$ cat src/rtl/mips_insn_encoder.sv
// Streaming MIPS-I encoder: symbolic requests in, 32-bit machine words out.
// LI expands to LUI/ORI; out-of-range immediates are dropped and counted.
module mips_insn_encoder (
   input  logic        clk,
   input  logic        rst,
   input  logic        req_valid,
   output logic        req_ready,
   input  logic [4:0]  req_kind,
   input  logic [4:0]  req_rs,
   input  logic [4:0]  req_rt,
   input  logic [4:0]  req_rd,
   input  logic [31:0] req_imm,
   output logic        ins_valid,
   input  logic        ins_ready,
   output logic [31:0] ins,
   output logic        err,
   output logic [7:0]  err_count,
   output logic [15:0] ins_count
);

   typedef enum logic {ONE, TWO} state_t;

   state_t      state;
   logic [31:0] pend;
   logic        pend_valid;
   logic [31:0] word1;
   logic [31:0] word2;
   logic        two;
   logic        legal;
   logic        accept;
   logic        sext_ok;
   logic        zext_ok;
   logic        sh_ok;
   logic        j_ok;

   localparam logic [5:0] OP_LUI = 6'b001111;
   localparam logic [5:0] OP_ORI = 6'b001101;

   function automatic logic [31:0] r_word(
      input logic [4:0] rs,
      input logic [4:0] rt,
      input logic [4:0] rd,
      input logic [4:0] sh,
      input logic [5:0] fn
   );
      return {6'b000000, rs, rt, rd, sh, fn};
   endfunction

   function automatic logic [31:0] i_word(
      input logic [5:0]  op,
      input logic [4:0]  rs,
      input logic [4:0]  rt,
      input logic [15:0] im
   );
      return {op, rs, rt, im};
   endfunction

   assign sext_ok = (&req_imm[31:15]) | ~(|req_imm[31:15]);
   assign zext_ok = ~(|req_imm[31:16]);
   assign sh_ok   = ~(|req_imm[31:5]);
   assign j_ok    = ~(|req_imm[31:26]);

   assign req_ready = !rst && (state == ONE) && (!ins_valid || ins_ready);
   assign accept    = req_valid && req_ready;

   always_comb begin
      word1 = '0;
      word2 = '0;
      two   = 1'b0;
      legal = 1'b1;
      unique case (req_kind)
         5'd0:  word1 = '0;
         5'd1:  word1 = r_word(req_rs, req_rt, req_rd, 5'd0, 6'b100000);
         5'd2:  word1 = r_word(req_rs, req_rt, req_rd, 5'd0, 6'b100010);
         5'd3:  word1 = r_word(req_rs, req_rt, req_rd, 5'd0, 6'b100100);
         5'd4:  word1 = r_word(req_rs, req_rt, req_rd, 5'd0, 6'b100101);
         5'd5:  word1 = r_word(req_rs, req_rt, req_rd, 5'd0, 6'b100110);
         5'd6: begin
            word1 = r_word(5'd0, req_rt, req_rd, req_imm[4:0], 6'b000000);
            legal = sh_ok;
         end
         5'd7: begin
            word1 = r_word(5'd0, req_rt, req_rd, req_imm[4:0], 6'b000010);
            legal = sh_ok;
         end
         5'd8: begin
            word1 = r_word(5'd0, req_rt, req_rd, req_imm[4:0], 6'b000011);
            legal = sh_ok;
         end
         5'd9:  word1 = r_word(req_rs, 5'd0, 5'd0, 5'd0, 6'b001000);
         5'd10: begin
            word1 = i_word(6'b001000, req_rs, req_rt, req_imm[15:0]);
            legal = sext_ok;
         end
         5'd11: begin
            word1 = i_word(6'b001100, req_rs, req_rt, req_imm[15:0]);
            legal = zext_ok;
         end
         5'd12: begin
            word1 = i_word(OP_ORI, req_rs, req_rt, req_imm[15:0]);
            legal = zext_ok;
         end
         5'd13: begin
            word1 = i_word(6'b001110, req_rs, req_rt, req_imm[15:0]);
            legal = zext_ok;
         end
         5'd14: begin
            word1 = i_word(6'b100011, req_rs, req_rt, req_imm[15:0]);
            legal = sext_ok;
         end
         5'd15: begin
            word1 = i_word(6'b101011, req_rs, req_rt, req_imm[15:0]);
            legal = sext_ok;
         end
         5'd16: begin
            word1 = i_word(6'b000100, req_rs, req_rt, req_imm[15:0]);
            legal = sext_ok;
         end
         5'd17: begin
            word1 = i_word(6'b000101, req_rs, req_rt, req_imm[15:0]);
            legal = sext_ok;
         end
         5'd18: begin
            word1 = i_word(OP_LUI, 5'd0, req_rt, req_imm[15:0]);
            legal = zext_ok;
         end
         5'd19: begin
            word1 = {6'b000010, req_imm[25:0]};
            legal = j_ok;
         end
         5'd20: begin
            word1 = {6'b000011, req_imm[25:0]};
            legal = j_ok;
         end
         5'd21: begin
            // Collapse to one word when either half of the value is zero
            if (req_imm[31:16] == 16'd0) begin
               word1 = i_word(OP_ORI, 5'd0, req_rt, req_imm[15:0]);
            end else if (req_imm[15:0] == 16'd0) begin
               word1 = i_word(OP_LUI, 5'd0, req_rt, req_imm[31:16]);
            end else begin
               word1 = i_word(OP_LUI, 5'd0, req_rt, req_imm[31:16]);
               word2 = i_word(OP_ORI, req_rt, req_rt, req_imm[15:0]);
               two   = 1'b1;
            end
         end
         default: legal = 1'b0;
      endcase
   end

   always_ff @(posedge clk or posedge rst) begin
      if (rst) begin
         state      <= ONE;
         ins        <= '0;
         ins_valid  <= 1'b0;
         pend       <= '0;
         pend_valid <= 1'b0;
         err        <= 1'b0;
         err_count  <= '0;
         ins_count  <= '0;
      end else begin
         err <= 1'b0;
         if (ins_valid && ins_ready) begin
            ins_count <= ins_count + 16'd1;
         end
         if (state == TWO) begin
            if (ins_ready && pend_valid) begin
               ins        <= pend;
               pend_valid <= 1'b0;
               state      <= ONE;
            end
         end else if (accept) begin
            if (legal) begin
               ins       <= word1;
               ins_valid <= 1'b1;
               if (two) begin
                  pend       <= word2;
                  pend_valid <= 1'b1;
                  state      <= TWO;
               end
            end else begin
               ins_valid <= 1'b0;
               err       <= 1'b1;
               if (err_count != 8'hFF) begin
                  err_count <= err_count + 8'd1;
               end
            end
         end else if (ins_valid && ins_ready) begin
            ins_valid <= 1'b0;
         end
      end
   end

endmodule

$ cat config.mk
export PLATFORM = sky130hd
export DESIGN_NAME = mips_insn_encoder
export DESIGN_NICKNAME = d
export VERILOG_FILES = /design/src/rtl/mips_insn_encoder.sv
export SDC_FILE = /design/constraint.sdc
export NUM_CORES = 1
export LEC_CHECK = 0
export CAP_MARGIN = 20
export CORE_UTILIZATION = 49
export CTS_CLUSTER_SIZE = 30
export DETAILED_ROUTE_END_ITERATION = 16
export PLACE_DENSITY = 0.88
export SLEW_MARGIN = 20
export SYNTH_ARGS = -nofsm -noshare
export SYNTH_HDL_FRONTEND = slang
export SYNTH_SLANG_ARGS = --single-unit
export TNS_END_PERCENT = 5
$ cat constraint.sdc
create_clock -name clk -period 3.02 [get_ports clk]
set_input_delay 0.302 -clock clk [delete_from_list [all_inputs] [get_ports clk]]
set_output_delay 0.302 -clock clk [all_outputs]
set_load 0.1 [all_outputs]
==> summary.txt, run 1 <==
Yosys
  • Yosys warning count: 0
  • Cell variety after synth: 56
  • Synth top area share: 45.4%
  • Number of enable flip-flop cells after synthesis: 0
  • Primary FF master, synth: dfrtp_1
  • Syn_nets: roughly 500
  • Area leader, netlist: dfrtp_1
  • Post-Synthesis Cells: approximately 440
  • Post-synthesis cell area: 4470 um^2
  • Post-synthesis sequential area ratio: ~45%
  • Post-synth ARST share: 100%
  • Avg Inst Size Synth: around 10 um^2
  • Flops & latches, synth: just over 80
  • Main area contributors after synthesis: dfrtp_1 45%, mux2_2 5.8%, mux2i_1 3.6%

Worst setup path
  • Family with the most delay on the worst path: compound AO/OA/AOI/OAI gates
  • CP startpoint: req_kind[2]
  • Slowest cell on crit path: clkdlybuf4s50_1
  • Required time worst endpoint: approximately 3300 ps
  • Critical path type: in2reg
  • Critical Path AT: ~2800 ps
  • CP startpoint kind: input pin
  • CP peak stage delay: 520 ps
  • Crit-path cells: clkdlybuf4s50_1 > or3b_2 > o22ai_1 > a41oi_1 > a21oi_1 > o32ai_2 > a21oi_4 > buf_12 > mux2_1
  • Internal reg-to-reg setup slack: 720 ps
  • Reg-to-Reg Start: state
  • CP Capture Type: flip-flop
  • Worst Path Buf+Inv: 2
  • Crit Path Max Fanout: 19

Die
  • Core area: slightly below 9000 um^2
  • Die width: 97.5 um
  • Die height: a little under 100 um
  • Row Count: 34
  • I/O pin count: roughly 120
  • Die Area: between 9000 and 10000 um^2
  • Starting Density: about half

Timing
  • Final Hold Viols: 0
  • Tcrit/Tclk final: a little over four fifths
  • Unrepaired setup endpoints after global routing: no
  • Fin crit period: 2560 ps
  • TNS Setup: 0 ps
  • Max-slew headroom: between 30% and 40%
  • Max Fclk: approximately 400 MHz
  • Final setup viols: 0
  • Worst-Margin Slew: between 900 and 1000 ps
  • Final number of max-transition violations: 0
  • Final clock skew: 22.5 ps

Layout
  • Layout cells sized above 1: 23.8%
  • Area growth, synth to finish: 33.9%
  • Final Non-Filler Cells: roughly 700
  • Ant diodes: 0
  • Fin util: 68.3%
  • Commonest non-fill, non-tap cells in the layout: 83 x buf_4, 80 x dfrtp_1, 57 x clkdlybuf4s50_1
  • Commonest non-fill, non-tap cell in the layout: buf_4
  • Final #Nets: 625
  • Design area: about 6000 um^2

Run status
  • Outcome: finished clean

Clock tree
  • Clock slew at reported path FFs: roughly 90 ps
  • # clock sinks: between 80 and 90
  • Worst skew pair latency: between 300 and 400 ps
  • CTS tree: yes
  • # H-tree levels: 3
  • Clock buffer depth: 2
  • Hold-fix buffer count after cts: 0
  • Root buffer cell: clkbuf_8
  • Cts bufs inserted: 9
  • Post_cts resized: 0
  • Post-CTS Setup Repair Bufs: 0

Pwr
  • Total power draw: about 5.5 mW
  • P_leak: ~2.7 nW
  • Power density cells: 921 nW/um^2
  • VDD IR max: around 0.00063 V

Routing
  • Vias per cell: about 6.0
  • Violation count after the first detailed-route iteration: about 350
  • Post-route ant nets: 0
  • Residual DRC: 0
  • Vias: 4107
  • Final wirelength: approximately 12000 um
  • Post-DR wirelength/cell: ~18 um
  • Pre-antenna DRT Iters: 5

Place
  • Placed insts: ~660
  • Hpwl dp: ~9200 um
  • Post-DP Area: 5750 um^2
  • GP Congestion: around 1
  • Port bufs: 113

Flow run
  • Max_cap viols: 0

Global routing
  • Grt ovf: 0
  • Vias in the first global route: between 4000 and 5000
  • Total GRT Usage: between 20% and 30%
  • Initial antenna violation count: 0
  • Largest net degree at the start of global routing: slightly above 80
  • Global-route wire length before repair: roughly 21000 um

Worst hold path
  • Worst Hold Class: in2async
-- layer usage --
layer  up-vias  global-route usage, %  share of wire, %
met3        23                   4.60               6.3
met5         -                      0                 0
met2       190                   45.7                49
met1      2016                   34.6                42
met4         0                   9.73               2.1
li1       1878                      -                 -
-- logic make-up (layout without fill, tap and decap cells) --
kind of cell	Yosys count	after routing	synth area share [%]
flops	81	81	45.4
compound gates	95	95	15.9
mux	53	53	12.9
xor+xnor	21	21	4.12
fa+ha+maj	2	2	0.560
other cells	1	1	0.0840
buf+inv	51	185	5.15
simple gates	134	134	15.9
-- state kept, by name (all words and copies together), names as in the netlist --
signal      count
err_count       8
err             1
ins            31
state           1
pend_valid      1
ins_count      16
pend           22
ins_valid       1
-- per-stage QoR --
stage | setup WS (ps) | hold WS, ps
2_1_floorplan | 75.5 | 435
3_3_place_gp | 220 | 455
3_5_place_dp | 137 | 458
4_1_cts | 492 | 470
5_1_grt | 374 | 497
6_report | 458 | 449
-- cell usage after synthesis, types with 11 or more instances --
library cell and count:
a21oi_1 24, mux2_2 23, nor3_1 11, inv_1 25
dfrtp_1 81, a222oi_1 12, nand4_1 12, nand3_1 13
nand2_1 20, mux2i_1 16, mux2_1 14, o21ai_0 11
xnor2_1 14, nor2_1 32
-- worst register-to-register path, cell delays in order, from the launching register on --
cell	delay [ps]
dfrtp_1	470
buf_4	230
nor2_1	110
o211a_1	200
nand2_1	80
o32ai_2	430
buf_4	250
nand3_1	120
mux2_2	300
-- worst paths after layout --
check                      cells after the start            end
min                                            3   err_count[6]
min reg2reg                                    1  ins_count[15]
max                                            9         ins[0]
max in group asynchronous                      3       pend[22]
max reg2reg                                    8   err_count[1]
min in group clk                               1  ins_count[15]
-- power by group --
| group | internal (mW) | switching [mW] | leakage, nW | total, mW |
|---|---|---|---|---|
| Clock | 0.495 | 0.408 | 0.114 | 0.903 |
| Combinational | 0.748 | 2.27 | 1.53 | 3.02 |
| Sequential | 1.37 | 0.220 | 1.08 | 1.59 |
| Total | 2.61 | 2.90 | 2.72 | 5.51 |
-- area by class of cell --
| class | count | area, um^2 |
|---|---|---|
| Clock buffer | 11 | 141 |
| Clock inverter | 5 | 86.3 |
| Fill cell | 669 | 2780 |
| Inverter | 25 | 95.1 |
| Multi-Input combinational cell | 306 | 2220 |
| Sequential cell | 81 | 2030 |
| Tap cell | 108 | 135 |
| Timing Repair Buffer | 144 | 1270 |
Power figures use the tool's default switching activity.
==> inputs of run 2 (changes only) <==
clock period = 2.6 ns   (was 3.02 ns; I/O delays follow)
==> summary.txt, run 2 (same netlist as run 1, synthesis figures left out) <==
Run status
  • Outcome: finished clean

Global routing
  • Vias in the first global route: 4292 (+2.0%)
  • Largest net degree at the start of global routing: 82 (unchanged)
  • Total GRT Usage: 28.0% (+1.0 points)
  • Initial antenna violation count: 0 (unchanged)
  • Global-route wire length before repair: 21300 um (+2.7%)
  • Grt ovf: 0 (unchanged)

Timing
  • Final Hold Viols: 0 (unchanged)
  • Final clock skew: 11.2 ps (-11.4 ps)
  • Tcrit/Tclk final: roughly 95%
  • TNS Setup: 0 ps (unchanged)
  • Worst setup margin: 131 ps (-326 ps)
  • Final setup viols: 0 (unchanged)
  • Max-slew headroom: 63.8% (+29 points)
  • Unrepaired setup endpoints after global routing: no
  • Worst-Margin Slew: 539 ps (-432 ps)
  • Max Fclk: a little over 400 MHz
  • Final number of max-transition violations: 0 (unchanged)
  • Fin crit period: 2470 ps

Clock tree
  • # H-tree levels: 3 (unchanged)
  • # clock sinks: 81 (unchanged)
  • Worst skew pair latency: 350 ps (about the same)
  • Root buffer cell: clkbuf_8
  • Post_cts resized: 0 (unchanged)
  • CTS tree: yes
  • Cts bufs inserted: 9 (unchanged)
  • Clock slew at reported path FFs: 90 ps (about the same)
  • Clock buffer depth: 2 (unchanged)
  • Post-CTS Setup Repair Bufs: 0 (unchanged)
  • Hold-fix buffer count after cts: 0 (unchanged)

Die
  • I/O pin count: 115 (unchanged)
  • Die width: 97.5 um (unchanged)
  • Die height: 97.5 um (unchanged)
  • Die Area: 9500 um^2 (unchanged)
  • Core area: 8760 um^2 (unchanged)
  • Row Count: 34 (unchanged)
  • Starting Density: 51.0% (unchanged)

Place
  • Hpwl dp: 9940 um (+7.7%)
  • GP Congestion: 0.970 (-0.33%)
  • Post-DP Area: 6070 um^2 (+5.5%)
  • Port bufs: 113 (unchanged)
  • Worst slack, placed: -222 ps (-359 ps)

Layout
  • Area of the multi-input gates: 2240 um^2 (+0.68%)
  • FF/Latch Area: 2030 um^2 (unchanged)
  • Fill count: 650 (-2.8%)
  • Ant diodes: 0 (unchanged)
  • Commonest non-fill, non-tap cells in the layout: 123 x buf_4, 80 x dfrtp_1, 55 x clkdlybuf4s50_1
  • Biggest regs: ins: 31 flops, pend: 22 flops, ins_count: 16 flops
  • Most flops, register: ins
  • Area growth, synth to finish: 40.6%
  • Final #Nets: 664 (+6.2%)
  • Layout cells sized above 1: 29.5% (+5.7 points)
  • Max reg flops: 31 (unchanged)
  • Commonest non-fill, non-tap cell in the layout: buf_4
  • Design area: 6280 um^2 (+5.0%)

Routing
  • Final wirelength: 13000 um (+6.0%)
  • Residual DRC: 0 (unchanged)
  • Violation count after the first detailed-route iteration: 279 (-20%)
  • Post-DR wirelength/cell: 18.1 um (+0.26%)
  • Post-route ant nets: 0 (unchanged)
  • Pre-antenna DRT Iters: 6 (+1)
  • Vias: 4246 (+3.4%)
  • Vias per cell: 5.91 (-2.2%)

Worst setup path
  • Internal reg-to-reg setup slack: 500 ps (-220 ps)
  • Critical path type: in2reg
  • CP peak stage delay: 510 ps (about the same)
  • Crit Path Max Fanout: 16 (-3)
  • Family with the most delay on the worst path: compound AO/OA/AOI/OAI gates
  • Critical Path AT: 2710 ps (-90 ps)
  • Slowest cell on crit path: clkdlybuf4s50_1
  • CP startpoint kind: input pin
  • Required time worst endpoint: 2840 ps (-410 ps)
  • CP Capture Type: flip-flop
  • Crit-path cells: clkdlybuf4s50_1 > or3b_2 > o22ai_1 > a41oi_1 > a21oi_1 > o32ai_2 > a21oi_4 > buf_12 > mux2_1
  • Worst Path Buf+Inv: 2 (unchanged)

Pwr
  • Power density cells: 1020 nW/um^2 (+11%)
  • P_leak: 2.92 nW (+7.1%)
  • VDD IR max: 0.000834 V (+32%)
  • Total power draw: 6.43 mW (+17%)

Worst hold path
  • Worst Hold Class: in2async

Flow run
  • Max_cap viols: 0 (unchanged)
run 2: changes by cell type in the layout (fill, tap and decap cells not counted), sizes merged:
cell           change
clkbuf             -1
inv                +2
bufinv             -1
buf               +41
clkdlybuf4s50      -2
run 2: routing by layer:
layer	routed length (um)	global-route usage, %	vias up
li1	-	-	1954
met1	5350	37.6	2054
met2	6520	46.6	215
met3	895	4.24	23
met4	244	8.48	0
met5	0	0	-
run 2: final timing paths:
check / startpoint / end / depth (start not counted)
min: rst / err_count[6] / 3
max: req_kind[2] / ins[7] / 9
max in group asynchronous: rst / pend[5] / 3
max reg2reg: state / ins[7] / 6
min reg2reg: ins_count[15] / ins_count[15] / 1
min in group clk: ins_count[15] / ins_count[15] / 1
run 2: cell type report:
cell class | count | area share [%]
Multi-Input combinational cell | 306 | 35.6
Sequential cell | 81 | 32.3
Timing Repair Buffer | 183 | 25.1
Clock buffer | 10 | 2.19
Tap cell | 108 | 2.15
Inverter | 25 | 1.51
Clock inverter | 6 | 1.16
run 2: metrics by stage:
| stage | cells | util (%) | hold slack, ps |
|---|---|---|---|
| floorplan | 438 | - | 410 |
| global placement | 703 | 69.3 | 457 |
| detailed placement | 703 | 69.3 | 458 |
| CTS | 719 | 71.7 | 436 |
| global route | 719 | 71.7 | 468 |
| finish | 719 | 71.7 | 403 |
run 2: report_power, final:
part / switching [mW] / internal (mW) / leakage [nW] / total [mW]
combinational: 2.66 / 0.927 / 1.73 / 3.59
sequential: 0.266 / 1.59 / 1.08 / 1.85
clock: 0.506 / 0.484 / 0.109 / 0.990
run 2: tightest hold or removal path, stage by stage:
cell             delay (ps)
clkdlybuf4s50_1         490
clkinv_2                 90
buf_12                  340
==> inputs of run 3 (changes only) <==
PLACE_DENSITY = 0.89   (was 0.88)
==> summary.txt, run 3 (same netlist as run 1, synthesis figures left out) <==
Clock tree
  • Root buffer cell: clkbuf_8
  • Worst skew pair latency: 360 ps (about the same)
  • # H-tree levels: 3 (unchanged)
  • CTS tree: yes
  • Cts bufs inserted: 9 (unchanged)
  • Hold-fix buffer count after cts: 0 (unchanged)
  • Clock buffer depth: 2 (unchanged)
  • # clock sinks: 81 (unchanged)
  • Clock slew at reported path FFs: 90 ps (about the same)

Global routing
  • Vias in the first global route: 4206 (-2.0%)
  • Total GRT Usage: 28.1% (+0.099 points)
  • Grt ovf: 0 (unchanged)
  • Initial antenna violation count: 0 (unchanged)
  • Global-route wire length before repair: 21200 um (-0.48%)
  • Largest net degree at the start of global routing: 35 (-57%)

Layout
  • Max reg flops: 31 (unchanged)
  • Fill count: 670 (+3.1%)
  • Commonest non-fill, non-tap cell in the layout: buf_4
  • Layout cells sized above 1: 29.3% (-0.12 points)
  • FF/Latch Area: 2030 um^2 (unchanged)
  • Ant diodes: 0 (unchanged)
  • Final Non-Filler Cells: 718 (-0.14%)
  • Final #Nets: 664 (unchanged)
  • Biggest regs: ins: 31 flops, pend: 22 flops, ins_count: 16 flops
  • Most flops, register: ins
  • Design area: 6320 um^2 (+0.68%)
  • Area of the multi-input gates: 2240 um^2 (unchanged)
  • Area growth, synth to finish: 41.5%
  • Commonest non-fill, non-tap cells in the layout: 122 x buf_4, 80 x dfrtp_1, 55 x clkdlybuf4s50_1

Routing
  • DR top layer: met4
  • Vias: 4245 (-0.024%)
  • Met1 Routed Length: 5390 um (+0.71%)
  • Post-DR wirelength/cell: 18.2 um (+0.47%)
  • Met3 WL: 955 um (+6.7%)
  • Pre-antenna DRT Iters: 5 (-1)
  • Final wirelength: 13100 um (+0.33%)
  • Post-route ant nets: 0 (unchanged)
  • Met2 routed WL: 6420 um (-1.5%)
  • Residual DRC: 0 (unchanged)
  • Violation count after the first detailed-route iteration: 286 (+2.5%)
  • Vias per cell: 5.91 (+0.12%)

Place
  • Hpwl dp: 9910 um (-0.28%)
  • GP Congestion: 0.969 (about the same)
  • Post-DP Area: 6030 um^2 (-0.58%)
  • Port bufs: 113 (unchanged)
  • Placed insts: 700 (-0.43%)

Pwr
  • Comb pwr share: 54.9% (-0.9 points)
  • Total power draw: 6.56 mW (+2.0%)
  • Power density cells: 1040 nW/um^2 (+1.4%)
  • Sw Share: 51.8% (-1.5 points)
  • VDD IR max: 0.000932 V (+12%)
  • Clock share of power: 17.0% (+1.6 points)
  • Sequential share of power: 28.1% (-0.7 points)
  • P_leak: 2.93 nW (+0.34%)
  • Internal: 3.16 mW (+5.4%)
  • Net load switching power: 3.40 mW (-0.88%)

Timing
  • Final Hold Viols: 0 (unchanged)
  • Tcrit/Tclk final: 95.2% (+0.29 points)
  • WHS: 364 ps (-39.6 ps)
  • Max-slew headroom: 59.7% (-4.1 points)
  • Max Fclk: 404 MHz (-0.30%)
  • Final number of max-transition violations: 0 (unchanged)
  • Fin crit period: 2480 ps (+7.43 ps)
  • Unrepaired setup endpoints after global routing: no
  • Final clock skew: 10.5 ps (-0.686 ps)
  • Worst-Margin Slew: 600 ps (+60.7 ps)
  • TNS Setup: 0 ps (unchanged)
  • Final setup viols: 0 (unchanged)

Worst setup path
  • Crit-path cells: clkdlybuf4s50_1 > buf_4 > nand3b_1 > a21boi_1 > nand3b_1 > nand2_1 > o32ai_2 > buf_4 > nand4_1 > mux2_2
  • Crit Path Max Fanout: 11 (-5)
  • CP startpoint kind: input pin
  • Critical path type: in2reg
  • CP Capture Type: flip-flop
  • Critical Path AT: 2720 ps (about the same)
  • Required time worst endpoint: 2840 ps (about the same)
  • CP peak stage delay: 520 ps (about the same)
  • Slowest cell on crit path: clkdlybuf4s50_1

Die
  • Core area: 8760 um^2 (unchanged)
  • Die Area: 9500 um^2 (unchanged)
  • Row Count: 34 (unchanged)
  • Die width: 97.5 um (unchanged)
  • Die height: 97.5 um (unchanged)
  • Starting Density: 51.0% (unchanged)
  • I/O pin count: 115 (unchanged)

Flow run
  • Max_cap viols: 0 (unchanged)

Run status
  • Outcome: finished clean

Worst hold path
  • Worst Hold Class: in2async
[run 3: final timing paths]
path / start / endpoint / slack [ps] / cells after the start
max: req_kind[2] / err_count[7] / 120 / 10
min: rst / ins_count[7] / 360 / 2
max reg2reg: state / ins[4] / 560 / 5
min reg2reg: ins_count[15] / ins_count[15] / 490 / 1
max in group asynchronous: rst / ins[18] / 1560 / 3
min in group clk: ins_count[15] / ins_count[15] / 490 / 1
[run 3: layout make-up]
class / count / share of cell area [%]
Sequential cell: 81 / 32.1
Clock inverter: 6 / 1.84
Timing Repair Buffer: 183 / 25.1
Multi-Input combinational cell: 306 / 35.4
Tap cell: 108 / 2.14
Clock buffer: 9 / 1.96
Inverter: 25 / 1.50
[run 3: through the flow]
| stage | worst slack [ps] | utilization [%] |
|---|---|---|
| global placement | -258 | 68.9 |
| detailed placement | -397 | 68.9 |
| floorplan | -90.8 | - |
| finish | 124 | 72.1 |
| CTS | 166 | 72.1 |
| global route | 22.7 | 72.1 |
[run 3: worst max-delay path: cells and delay by family]
family,cells,cell delay (ps)
buffers and inverters,3,960
AO/OA/AOI/OAI,2,680
AND/OR/NAND/NOR,4,530
multiplexers,1,290
[run 3: power by group through the flow]
stage / combinational, mW / clock [mW] / sequential (mW)
2_1_floorplan: 0.834 / 0 / 3.66
3_3_place_gp: 3.53 / 0 / 1.84
3_5_place_dp: 3.58 / 0 / 1.86
4_1_cts: 3.61 / 1.13 / 1.84
5_1_grt: 3.73 / 1.18 / 1.89
6_report: 3.60 / 1.11 / 1.85
[run 3: repair_timing]
action                                  CTS  global route
gates resized for setup                   0             0
endpoints found under the setup margin    2             0
buffers inserted                          3             0
[run 3: per-layer routing]
metal	vias to the layer above	GRT usage, %
met1	2040	36.4
met2	232	47.9
met3	26	3.96
li1	1947	-
met5	-	0
met4	0	9.95
